===== config.mk =====
export PLATFORM = sky130hd
export DESIGN_NAME = unidade_controle_genius
export DESIGN_NICKNAME = d
export VERILOG_FILES = /design/src/rtl/unidade_controle_genius.sv
export SDC_FILE = /design/constraint.sdc
export NUM_CORES = 1
export LEC_CHECK = 0
export CAP_MARGIN = 20
export CORE_MARGIN = 8
export CORE_UTILIZATION = 51
export CTS_BUF_LIST = sky130_fd_sc_hd__clkbuf_2
export DETAILED_ROUTE_END_ITERATION = 12
export GPL_ROUTABILITY_DRIVEN = 0
export PLACE_DENSITY = 0.8
export SLEW_MARGIN = 20
export SYNTH_ARGS = -nofsm -noshare
export SYNTH_HDL_FRONTEND = slang
export SYNTH_SLANG_ARGS = --single-unit

===== constraint.sdc =====
create_clock -name clock -period 1.85 [get_ports clock]
set_input_delay 0.37 -clock clock [delete_from_list [all_inputs] [get_ports clock]]
set_output_delay 0.37 -clock clock [all_outputs]
set_load 0.1 [all_outputs]

===== src/rtl/unidade_controle_genius.sv =====
// Moore control unit for the memory-sequence game: sequences the rodada/endereco
// counters, jogada register and per-move timeout from datapath status flags.
module unidade_controle_genius #(
  parameter int TIMEOUT_CICLOS = 5000
) (
  input  logic       clock,
  input  logic       reset,
  input  logic       jogar,
  input  logic       tem_jogada,
  input  logic       jogada_correta,
  input  logic       endereco_igual_rodada,
  input  logic       rodada_final,
  output logic       zeraE,
  output logic       contaE,
  output logic       zeraR,
  output logic       contaR,
  output logic       registraR,
  output logic       ganhou,
  output logic       perdeu,
  output logic       pronto,
  output logic       db_timeout,
  output logic [3:0] db_estado
);

  localparam int TW = (TIMEOUT_CICLOS > 1) ? $clog2(TIMEOUT_CICLOS) : 1;
  localparam logic [TW-1:0] TMO_MAX = TW'(TIMEOUT_CICLOS - 1);

  typedef enum logic [3:0] {
    INICIAL     = 4'h0,
    PREPARA     = 4'h1,
    NOVA_RODADA = 4'h2,
    ESPERA      = 4'h3,
    REGISTRA    = 4'h4,
    COMPARA     = 4'h5,
    PROX_JOGADA = 4'h6,
    PROX_RODADA = 4'h7,
    FIM_GANHOU  = 4'hC,
    FIM_PERDEU  = 4'hD,
    FIM_TIMEOUT = 4'hE
  } estado_t;

  estado_t       r_estado;
  estado_t       w_prox;
  logic [TW-1:0] r_tmo;
  logic          w_timeout;

  assign w_timeout = (r_tmo == TMO_MAX);

  // Counter only runs while staying in ESPERA; any entry into ESPERA starts it from 0.
  always_ff @(posedge clock) begin
    if (reset) begin
      r_estado <= INICIAL;
      r_tmo    <= '0;
    end else begin
      r_estado <= w_prox;
      if (w_prox == ESPERA && r_estado == ESPERA && !w_timeout)
        r_tmo <= r_tmo + 1'b1;
      else if (w_prox == ESPERA && r_estado == ESPERA)
        r_tmo <= r_tmo;
      else
        r_tmo <= '0;
    end
  end

  always_comb begin
    w_prox = INICIAL;
    case (r_estado)
      INICIAL:     w_prox = jogar ? PREPARA : INICIAL;
      PREPARA:     w_prox = NOVA_RODADA;
      NOVA_RODADA: w_prox = ESPERA;
      ESPERA: begin
        if (tem_jogada)     w_prox = REGISTRA;
        else if (w_timeout) w_prox = FIM_TIMEOUT;
        else                w_prox = ESPERA;
      end
      REGISTRA:    w_prox = COMPARA;
      COMPARA: begin
        if (!jogada_correta)                            w_prox = FIM_PERDEU;
        else if (endereco_igual_rodada && rodada_final) w_prox = FIM_GANHOU;
        else if (endereco_igual_rodada)                 w_prox = PROX_RODADA;
        else                                            w_prox = PROX_JOGADA;
      end
      PROX_JOGADA: w_prox = ESPERA;
      PROX_RODADA: w_prox = NOVA_RODADA;
      FIM_GANHOU:  w_prox = jogar ? PREPARA : FIM_GANHOU;
      FIM_PERDEU:  w_prox = jogar ? PREPARA : FIM_PERDEU;
      FIM_TIMEOUT: w_prox = jogar ? PREPARA : FIM_TIMEOUT;
      default:     w_prox = INICIAL;
    endcase
  end

  always_comb begin
    zeraE      = 1'b0;
    contaE     = 1'b0;
    zeraR      = 1'b0;
    contaR     = 1'b0;
    registraR  = 1'b0;
    ganhou     = 1'b0;
    perdeu     = 1'b0;
    pronto     = 1'b0;
    db_timeout = 1'b0;
    case (r_estado)
      PREPARA:     begin zeraE = 1'b1; zeraR = 1'b1; end
      NOVA_RODADA: zeraE = 1'b1;
      REGISTRA:    registraR = 1'b1;
      PROX_JOGADA: contaE = 1'b1;
      PROX_RODADA: contaR = 1'b1;
      FIM_GANHOU:  begin ganhou = 1'b1; pronto = 1'b1; end
      FIM_PERDEU:  begin perdeu = 1'b1; pronto = 1'b1; end
      FIM_TIMEOUT: begin perdeu = 1'b1; pronto = 1'b1; db_timeout = 1'b1; end
      default:     ;
    endcase
  end

  assign db_estado = r_estado;

endmodule

# Yosys cells after proc, flatten, opt, wreduce, memory -nomap -nowiden
# Cells that the tools add are included.
dict set report totals {
  register_bits 17
  out_inout_bits 13
  word_cells 47
}
dict set report op_classes {
  add_sub_neg 1
  eq_ne 13
  n_mux 21
  reduce_logical 10
}
# op n
set op_table {}
lappend op_table {{one-hot mux 4 bit (9 select lines)} 1}
lappend op_table {{two-way mux 4 bit} 7}
lappend op_table {{two-way mux 13 bit} 2}
lappend op_table {{equality test 4 x 3 -> 1 bit, second input constant} 4}
lappend op_table {{adder 13 x 1 -> 13 bit, second input constant} 1}
lappend op_table {{equality test 13 bit, second input constant} 1}
lappend op_table {{equality test 4 x 2 -> 1 bit, second input constant} 3}
lappend op_table {{equality test 4 bit, second input constant} 3}
lappend op_table {{two-way mux 1 bit} 11}
lappend op_table {{OR reduction 2 bit} 4}
lappend op_table {{equality test 4 x 1 -> 1 bit, second input constant} 1}
lappend op_table {{logical NOT 4 bit} 1}
lappend op_table {{logical AND 1 bit} 3}
lappend op_table {{OR reduction 3 bit} 1}
lappend op_table {{!= test 2 bit, second input constant} 1}
lappend op_table {{logical NOT 1 bit} 1}

# Longest topological paths before layout
dict set report logic_depth {
  depth_word 8
  depth_mapped 6
  depth_no_buf 5
}

# Least setup slack after synthesis
# Ideal clock, no wire load.
dict set report synth_path {
  path_type {reg-to-output}
  from {reg r_estado[0] (netlist: db_estado[0])}
  to {out zeraE}
  t_arrival_ps 3674
  path_slack_ps -2194
  stages_incl_launch_ff 5
  path_cell_list {dfxtp_1 -> clkbuf_1 -> nand2b_1 -> and2_1 -> nor3_1}
}
dict set report synth_between {
  elab_chain_cells 3
  elab_cells_between_ends 4
  cone_classes {2 x eq/ne; 1 x mux; 1 x reduce/logical}
}
# element line_no
set synth_lines {}
lappend synth_lines {{start: declaration} 42} ;# estado_t r_estado;
lappend synth_lines {{start signal: assignment} 55} ;# r_estado <= w_prox;
lappend synth_lines {{equality test 4 x 1 -> 1 bit / equality test 4 x 2 -> 1 bit (equally long branches)} 102} ;# case (r_estado)
lappend synth_lines {{OR reduction 2 bit (no line) *} --}
lappend synth_lines {{two-way mux 1 bit *} 102}
lappend synth_lines {{end: declaration} 13} ;# output logic zeraE,
# Every way passes the cells marked *; elsewhere a longest branch is shown, timed or not.

# Final worst setup path
dict set report layout_path {
  from {reg r_estado[1] (netlist: db_estado[1])}
  to {out zeraE}
}
# Same word-level chain as after synthesis.

==> impl_metrics.ini <==
[status]
status = completed

[routing]
ant_nets = 0
vias_per_cell = 5.61
wire_per_inst_um = 15.4
drc_errors = 0
drtPass1Iterations = 4
routed_wl_mm = 2.58
initialDrtViolationCount = 24
vias = 942

[critical_path]
r2r_cells = 6
cp.arrival_ns = 1.45
critPathLaunchType = flop
cp-startpoint = db_estado[1]$_SDFF_PP0_
criticalPathCategory = reg -> out
endpoint_kind = output pin
critPathMaxFanout = 3
crit_end = zeraE
r2r-start = db_estado[1]$_SDFF_PP0_
r2r_slack_ns = 0.05
cp_data_required_time_ns = 1.48
r2r_end = r_tmo[10]$_SDFFE_PP0P_

[finish]
fill_cells = 106
layout_common_cells = 13 x nor2_1, 13 x buf_12, 13 x dfxtp_1
drive_gt1_share_pct = 36.4
post-route-util_pct = 86.8
syn2layout_area_growth_pct = 59.9
final_nets = 152
fin_area_sq_um = 1500
antenna_cells = 0

[clocking]
cts_made_buffers = 3
cts_tree = done
h-tree-depth = 1
clockRootBuffer = clkbuf_2
clock_sinks = 17
clkLatencyLatePin_ns = 0.30
cts_buffer_depth = 2
clkTransAtPathRegs_ns = 0.15
cts_hold_buf = 0

[timing]
setup_ws_ns = 0.0344
slew_headroom_pct = 73.4
setup_viol = 0
period_needed_ns = 1.82
fin_crit_sh_pct = 98.1
fin_tns_setup_ns = 0
report.final.hold_viol_count = 0
drv_slew = 0
rsz0062_at_grt = yes
max_freq_mhz = 551
worst_pin_slew_ns = 0.396
skew_ns = 0.0133

[placement]
dpl_cell_area_sq_um = 1410
pre_cts_slack_ns = -0.106
port_buffers = 19
dp_hpwl_mm = 1.74

[grt]
grt_pass1_wl_mm = 4.39
grtUsageMet2_pct = 29.0
grt_max_degree = 16
grt_use_total_pct = 16.0
grt_busiest_layer = met2
grt-ovfl-total = 0
antenna_found_initial = 0
grt_use_met1_pct = 17.0
grt_pass1_vias = 932
grtUsageMet3_pct = 4.13

[job]
maxCapViolCount = 0

[floorplan]
num_rows = 15
coreArea_sq_um = 1730
initial_core_util_pct = 54.3
die_width_um = 58.9
die_y_um = 58.9
die_area_sq_um = 3470
num_io_pins = 20

[power]
combPwrFrac_pct = 32.7
clkPwrFrac_pct = 20.5
swShare_pct = 34.1
power.leakage_nw = 0.498
p_int_mw = 0.535
p_total_mw = 0.812
power-per-cell-area_nw_per_um2 = 541
power_frac_seq_pct = 46.8
switching_power_mw = 0.277
vdd_ir_drop_max_mv = 0.523

[yosys]
synth_cells = 116
synth_edf_count = 0
syn_nets = 124
postSynthAreaPerCell_sq_um = 8.08
synth_cell_types = 34
ys_seq_area_share_pct = 36.3
async_flop_share_pct = 0
synth_ff_type = dfxtp_1
synth_seq_cells = 17
yosysWarnings = 0
synth_area_sq_um = 937

[worst_hold_path]
min_path_type = reg -> reg
-- registers in the layout, summed over array words and instances (netlist names) --
| register | cells |
|---|---|
| r_tmo | 13 |
| db_estado | 4 |
-- per-stage QoR --
step	instances	hold WS, ns
final	168	0.474
after global routing	168	0.515
after CTS	167	0.479
after detailed placement	157	0.449
after global placement	157	0.439
after floorplan	116	0.426
-- final cells by class --
type	instances	area [sq um]	area share, %
multi-input combinational	91	689	46.0
sequential	17	355	23.7
timing repair buffer	28	388	25.9
clock buffer	4	20.0	1.34
tap	25	31.3	2.09
inverter	3	15.0	1.00
-- metal layers --
metal	wire length, um	vias to the layer above
li1	-	462
met1	1020	452
met2	1400	24
met3	139	4
met4	28	0
met5	0	-
-- power by group through the flow --
stage	registers (mW)	logic (mW)	clock network, mW
floorplan	0.420	0.142	0
finish	0.380	0.266	0.166
global placement	0.406	0.215	0
detailed placement	0.407	0.218	0
CTS	0.378	0.258	0.170
global route	0.380	0.279	0.188
-- worst min path at each step --
stage                          startpoint                     to  slack [ns]  cells past startpoint
floorplan           r_tmo[0]$_SDFFE_PP0P_  r_tmo[0]$_SDFFE_PP0P_        0.43                      1
global placement    r_tmo[0]$_SDFFE_PP0P_  r_tmo[0]$_SDFFE_PP0P_        0.44                      1
detailed placement  r_tmo[0]$_SDFFE_PP0P_  r_tmo[0]$_SDFFE_PP0P_        0.45                      1
CTS                 r_tmo[0]$_SDFFE_PP0P_  r_tmo[0]$_SDFFE_PP0P_        0.48                      1
global route        r_tmo[0]$_SDFFE_PP0P_  r_tmo[0]$_SDFFE_PP0P_        0.52                      1
finish              r_tmo[0]$_SDFFE_PP0P_  r_tmo[0]$_SDFFE_PP0P_        0.47                      1
-- repair_timing --
item,4_1_cts,5_1_grt
pin swaps,1,0
buffers inserted,6,1
resized for setup,0,4
setup endpoints to repair,2,4
-- critical path: stages (launching register included) --
cell and delay (ns):
dfxtp_4 0.39, or2b_4 0.26, and2_4 0.16, nor3_4 0.14, buf_12 0.20
-- Yosys cell counts, types with 2 or more instances --
| library cell | instances | area, sq um |
|---|---|---|
| xnor2_1 | 5 | 43.8 |
| clkbuf_1 | 3 | 11.3 |
| o21ai_0 | 4 | 20.0 |
| nand3_1 | 5 | 25.0 |
| dfxtp_1 | 17 | 340 |
| buf_6 | 2 | 22.5 |
| a21oi_1 | 7 | 35.0 |
| xor2_1 | 6 | 52.6 |
| nand4_1 | 2 | 12.5 |
| nand2_1 | 10 | 37.5 |
| nand2b_1 | 4 | 25.0 |
| inv_1 | 3 | 11.3 |
| nor2_1 | 19 | 71.3 |
| and3_1 | 2 | 12.5 |
| and4_1 | 2 | 17.5 |
| nor3_1 | 7 | 35.0 |
-- kinds of logic (layout without fill, tap and decap cells) --
family	Yosys count	count (layout)	synth area share, %
AOI/OAI and AO/OA	17	17	11.2
xor gates and xnor gates	11	11	10.3
adders and majority gates	1	1	1.33
buffers and inverters	8	35	4.81
DFF	17	17	36.3
and+or+nand+nor	62	62	36.0
No activity file was read; power rests on OpenSTA's default activity.
